### config.mk
export PLATFORM = sky130hd
export DESIGN_NAME = data_stack_flat
export DESIGN_NICKNAME = d
export VERILOG_FILES = /design/src/rtl/forthsuper_pkg.sv /design/src/rtl/ss_io.sv /design/src/rtl/ss_ram.sv /design/src/rtl/data_stack.sv /design/src/flat_wrapper.sv
export SDC_FILE = /design/constraint.sdc
export NUM_CORES = 2
export LEC_CHECK = 0
export BUFFER_PORTS_ARGS = -buffer_cell sky130_fd_sc_hd__buf_2
export CAP_MARGIN = 10
export CORE_AREA = 2 2 602 604
export DETAILED_ROUTE_END_ITERATION = 6
export DIE_AREA = 0 0 604 606
export HOLD_SLACK_MARGIN = 0.03
export PLACE_DENSITY = 0.41
export SYNTH_ARGS = -nofsm -noshare
export SYNTH_HDL_FRONTEND = slang
export SYNTH_SLANG_ARGS = --single-unit
### constraint.sdc
create_clock -name clk -period 4.2 [get_ports clk]
set_input_delay 0.21 -clock clk [delete_from_list [all_inputs] [get_ports clk]]
set_output_delay 0.21 -clock clk [all_outputs]
set_load 0.05 [all_outputs]
### src/rtl/forthsuper_pkg.sv
// Shared definitions for the Forth data-stack datapath: stack op encoding
// and default geometry.
package forthsuper_pkg;

  typedef enum logic [1:0] {
    NOP  = 2'b00,
    PUSH = 2'b01,
    POP  = 2'b10,
    PICK = 2'b11
  } stack_ops;

  localparam int DEF_DW    = 32;
  localparam int DEF_DEPTH = 64;

endpackage

### src/rtl/ss_io.sv
// Stack command/result bundle between a stack user (master) and the stack.
// One op is issued per clock: op and vi are sampled at every posedge with no
// valid/ready handshake (the stack never stalls); s returns the current TOS.
interface ss_io
  import forthsuper_pkg::*;
#(
  parameter int DW = DEF_DW
);
  stack_ops        op;
  logic [DW-1:0]   vi;
  logic [DW-1:0]   s;

  modport master (output op, output vi, input s);
  modport slave  (input op, input vi, output s);
endinterface

### src/rtl/ss_ram.sv
// Storage for the stack cells below TOS: DW x (DEPTH-1), one synchronous
// write port and one asynchronous read port.
module ss_ram #(
  parameter int DW    = 32,
  parameter int DEPTH = 64
) (
  input  logic                     clk,
  input  logic                     we,
  input  logic [$clog2(DEPTH)-1:0] waddr,
  input  logic [DW-1:0]            wdata,
  input  logic [$clog2(DEPTH)-1:0] raddr,
  output logic [DW-1:0]            rdata
);
  logic [DW-1:0] mem_q [DEPTH-1];

  always_ff @(posedge clk) begin
    if (we) mem_q[waddr] <= wdata;
  end

  assign rdata = mem_q[raddr];
endmodule

### src/rtl/data_stack.sv
// Forth data stack with a registered TOS, single-cycle PUSH/POP/PICK and
// sticky overflow/underflow flags.
module data_stack
  import forthsuper_pkg::*;
#(
  parameter int DW    = DEF_DW,
  parameter int DEPTH = DEF_DEPTH
) (
  input  logic                     clk,
  input  logic                     rst,
  ss_io.slave                      io,
  input  logic                     clr_err,
  output logic [$clog2(DEPTH):0]   depth,
  output logic                     empty,
  output logic                     full,
  output logic                     ovf,
  output logic                     udf
);
  localparam int AW = $clog2(DEPTH);

  logic [DW-1:0] s_q, s_d;
  logic [AW:0]   depth_q, depth_d;
  logic          ovf_q, ovf_d, udf_q, udf_d;
  logic          ovf_set, udf_set;

  logic          we;
  logic [AW-1:0] waddr, raddr, d_lo, n;
  logic [DW-1:0] rdata;

  // Low bits of depth are enough for addressing: modular arithmetic gives
  // the right slot even when depth==DEPTH wraps d_lo to zero.
  assign d_lo = depth_q[AW-1:0];
  assign n    = io.vi[AW-1:0];

  ss_ram #(.DW(DW), .DEPTH(DEPTH)) u_ram (
    .clk   (clk),
    .we    (we),
    .waddr (waddr),
    .wdata (s_q),
    .raddr (raddr),
    .rdata (rdata)
  );

  always_comb begin
    s_d     = s_q;
    depth_d = depth_q;
    ovf_set = 1'b0;
    udf_set = 1'b0;
    we      = 1'b0;
    waddr   = d_lo - AW'(1);
    raddr   = d_lo - AW'(2);
    unique case (io.op)
      PUSH: begin
        if (full) begin
          ovf_set = 1'b1;
        end else begin
          we      = (depth_q != '0);
          s_d     = io.vi;
          depth_d = depth_q + (AW+1)'(1);
        end
      end
      POP: begin
        if (empty) begin
          udf_set = 1'b1;
        end else if (depth_q == (AW+1)'(1)) begin
          s_d     = '0;
          depth_d = '0;
        end else begin
          s_d     = rdata;
          depth_d = depth_q - (AW+1)'(1);
        end
      end
      PICK: begin
        raddr = d_lo - AW'(1) - n;
        if ({1'b0, n} >= depth_q) udf_set = 1'b1;
        else if (n != '0)         s_d     = rdata;
      end
      default: ;
    endcase
    // A flag raised this cycle beats a simultaneous clear.
    ovf_d = ovf_set | (ovf_q & ~clr_err);
    udf_d = udf_set | (udf_q & ~clr_err);
  end

  always_ff @(posedge clk or posedge rst) begin
    if (rst) begin
      s_q     <= '0;
      depth_q <= '0;
      ovf_q   <= 1'b0;
      udf_q   <= 1'b0;
    end else begin
      s_q     <= s_d;
      depth_q <= depth_d;
      ovf_q   <= ovf_d;
      udf_q   <= udf_d;
    end
  end

  assign io.s  = s_q;
  assign depth = depth_q;
  assign empty = (depth_q == '0);
  assign full  = (depth_q == (AW+1)'(DEPTH));
  assign ovf   = ovf_q;
  assign udf   = udf_q;
endmodule
### src/flat_wrapper.sv
// flat-port wrapper written by rule: the top's interface ports become plain ports
module data_stack_flat import forthsuper_pkg::*;
#(
  parameter int DW    = DEF_DW,
  parameter int DEPTH = DEF_DEPTH
)
  (clk, rst, clr_err, depth, empty, full, ovf, udf, io_op, io_vi, io_s);
  ss_io #(.DW(DW)) io_i ();
  input  logic clk;
  input  logic rst;
  input  logic clr_err;
  output logic [$clog2(DEPTH):0] depth;
  output logic empty;
  output logic full;
  output logic ovf;
  output logic udf;
  input wire logic [$bits(io_i.op)-1:0] io_op;
  input wire logic [$bits(io_i.vi)-1:0] io_vi;
  output wire logic [$bits(io_i.s)-1:0] io_s;
  assign io_i.op = io_op;
  assign io_i.vi = io_vi;
  assign io_s = io_i.s;
  data_stack #(.DW(DW), .DEPTH(DEPTH)) u_core (.clk(clk), .rst(rst), .io(io_i), .clr_err(clr_err), .depth(depth), .empty(empty), .full(full), .ovf(ovf), .udf(udf));
endmodule
==> flow_metrics.py <==
metrics = {
    "timing": {
        "tightest_slew_ns": 1.10,
        "finClkSkew_ns": 0.0553,
        "fmax_mhz": 239,
        "final_max_slew_viol_count": 0,
        "finalSetupTns_ns": 0,
        "setup_violations": 0,
        "grt_setup_unrepaired": "yes",
        "period_minus_slack_ns": 4.18,
        "period_share_pct": 99.4,
        "hold_viol_final": 0,
        "slew_headroom_pct": 26.8,
        "hold_ws_ns": 0.131,
        "setup_ws_ns": 0.0246,
    },
    "drt": {
        "avgRoutedWirePerCell_um": 26.2,
        "drt_iter0_drc": 5493,
        "routed_via_density": 4.71,
        "antenna_left": 0,
        "dr_total_vias": 54796,
        "routed_wl_mm": 305,
        "first_pass_iters": 6,
        "drc_errors": 0,
    },
    "yosys": {
        "synth.cell_area_mm2": 0.0824,
        "yosysWarningCount": 0,
        "async_reset_ff_share_pct": 1.99,
        "yosysSeqAreaShare_pct": 74.7,
        "ys_ff_latch": 2057,
        "synthCells": 6344,
        "synth_cell_types": 54,
        "synth_edf_count": 2016,
        "ys.flop_type": "edfxtp_1",
        "synth_nets": 6403,
        "synth_area_per_cell_um2": 13.0,
    },
    "floorplanning": {
        "dieArea_mm2": 0.366,
        "core_area_mm2": 0.360,
        "io_pins": 80,
        "placementRows": 221,
        "initial_core_util_pct": 22.9,
        "die_w_um": 604,
        "dieHeight_um": 606,
    },
    "final_layout": {
        "design_area_mm2": 0.0998,
        "n_fill_cell": 36665,
        "fin_util_pct": 27.7,
        "drive_gt1_share_pct": 13.9,
        "syn2layout_area_growth_pct": 21.1,
        "nNetsFinal": 6705,
        "layout.cells.non_filler": 11623,
    },
    "status": {
        "outcome": "finished, final reports clean",
    },
    "pwr": {
        "power_per_cell_area_mw_per_mm2": 820,
        "power.leakage_nw": 33.5,
        "ir_drop_mv": 0.651,
        "p_total_mw": 81.9,
    },
    "placed_design": {
        "place_hpwl_mm": 176,
        "place_congestion": 0.805,
        "placed_cell_area_mm2": 0.0922,
        "dp_cells": 11178,
        "pre_cts_ws_ns": -0.127,
        "numPortBuffers": 79,
    },
    "clock_network": {
        "cts-root-buf": "clkbuf_16",
        "cts_setup_buffers": 0,
        "clk_pin_slew_ns": 0.06,
        "cts_tree": "built",
        "clock_path_buffers": 4,
        "numCtsBuffers": 223,
        "clock_sinks": 2057,
        "h-tree-depth": 4,
        "clk_latency_ns": 0.90,
    },
    "critical_path": {
        "critical_path_class": "reg2reg",
        "worstReg2RegStart": "u_core.depth[1]",
        "start_kind": "flip-flop",
        "path_max_fanout": 35,
        "endpoint_kind": "flip-flop",
        "startpoint": "u_core.depth[1]",
        "worstPathRequired_ns": 4.93,
        "critPathArrivalTime_ns": 4.90,
    },
    "global_route": {
        "grt_pass1_wl_mm": 426,
        "grt_max_degree": 107,
        "grt_pass1_vias": 52701,
        "grt_overflow_total": 0,
        "antenna_found_initial": 12,
        "globalRouteTotalUtil_pct": 16.2,
    },
    "worst_hold_path": {
        "holdCritPathClass": "in2reg",
        "worstHoldStart": "io_vi[5]",
    },
    "flow_run": {
        "drv_cap": 0,
    },
}
[final timing paths]
check	slack, ns	endpoint	cells past startpoint
worst max-delay path	0.02	u_core.io.s[23]	15
worst min-delay path	0.13	u_core.io.s[5]	3
worst max register to register	0.02	u_core.io.s[23]	15
worst min register to register	0.52	u_core.udf	1
max in group asynchronous	2.49	u_core.io.s[11]	5
min in group asynchronous	0.51	u_core.ovf	4
[worst max-delay path, cell delays in order, from the launching register on]
cell,delay [ns]
dfrtp_1,0.34
inv_1,0.11
ha_1,0.24
xnor2_1,0.31
inv_1,0.16
ha_1,0.36
xnor2_1,0.40
a21o_4,0.22
buf_12,0.27
buf_4,0.34
buf_4,0.20
a311oi_1,0.05
a311oi_1,0.29
a311oi_1,0.10
o21bai_2,0.44
o211ai_1,0.16
[cells in the mapped netlist (all sizes together) (3+ instances only)]
cell type / instances / area [um^2]
ha: 21 / 263
buf: 214 / 966
a21oi: 64 / 320
or3: 3 / 18.8
and3: 113 / 707
mux2i: 6 / 60.1
nor2: 136 / 510
a21o: 14 / 113
o221ai: 22 / 199
nand2: 1958 / 7350
a31oi: 41 / 257
xnor2: 7 / 61.3
inv: 22 / 82.6
nand3: 968 / 4840
o21bai: 26 / 195
or4: 8 / 60.1
dfrtp: 41 / 1030
and2: 5 / 31.3
clkbuf: 230 / 863
nor4: 4 / 25.0
a311oi: 331 / 2900
o211ai: 19 / 143
o21ai: 19 / 95.1
edfxtp: 2016 / 60500
mux4: 23 / 518
[flip-flops by register name, summed over array words and instances, names as in the netlist]
signal,flops
u_core.u_ram.mem_q,2016
u_core.ovf,1
u_core.depth,7
u_core.udf,1
u_core.io.s,32
[power breakdown]
| group | internal, mW | switching (mW) | leakage (nW) | total, mW |
|---|---|---|---|---|
| combinational | 10.2 | 23.8 | 11.4 | 33.9 |
| clock | 11.4 | 8.25 | 3.52 | 19.7 |
| sequential | 26.4 | 1.89 | 18.6 | 28.3 |
[layout make-up]
class	count	area [um^2]	share of cell area, %
Clock inverter	119	1210	1.22
Multi-Input combinational cell	3821	19600	19.6
Inverter	22	82.6	0.0827
Timing Repair Buffer	521	5380	5.39
Clock buffer	279	5950	5.95
Tap cell	4794	6000	6.01
Antenna cell	10	25.0	0.0251
Sequential cell	2057	61600	61.7
[kinds of logic after synthesis]
group	synth area share, %
fa+ha+maj	0.343
buf+inv	2.32
mux	0.729
flops	74.7
xor+xnor	0.0850
simple gates	16.6
compound gates	5.28
[cell usage in the layout, fill, tap and decap left out, types with 4 or more instances in the layout]
cell           synthesis  layout
a21o_1                13      11
a21oi_1               64      60
a311oi_1             331     331
a31oi_1               41      41
and2_1                 5       5
and3_1               113     113
buf_12                 0     126
buf_2                118      79
buf_4                  0     280
bufinv_16              0      24
clkbuf_1             230      45
clkbuf_16              0     227
clkbuf_8               0       7
clkinv_1               0      34
clkinv_2               0      47
clkinvlp_4             0       6
dfrtp_1               41       9
dfrtp_2                0      32
diode_2                0      10
dlygate4sd3_1          0      36
edfxtp_1            2016    2016
ha_1                  21      21
inv_1                 22      21
inv_6                  0       4
mux2i_1                6       4
mux4_2                23      23
nand2_1             1958    1958
nand3_1              968     968
nor2_1               136      72
nor2_4                 0      64
o211ai_1              19      19
o21ai_0               19      19
o21bai_1              26      20
o21bai_2               0       6
o221ai_1              21      20
or4_1                  8       8
xnor2_1                7       7
[repair_timing]
item	in CTS	in global routing
hold buffers	36	0
endpoints found under the setup margin	1	8
resized for setup	1	7
pin swaps	0	1
endpoints found under the hold margin	49	0
[routing by layer]
metal | vias up | wire length (um) | GRT usage (%)
li1 | 24075 | - | -
met1 | 28682 | 135000 | 22.1
met2 | 1625 | 146000 | 27.2
met3 | 410 | 15200 | 1.91
met4 | 4 | 8500 | 4.36
met5 | - | 27 | 0
Note: power is estimated with default switching activity, not from simulation.
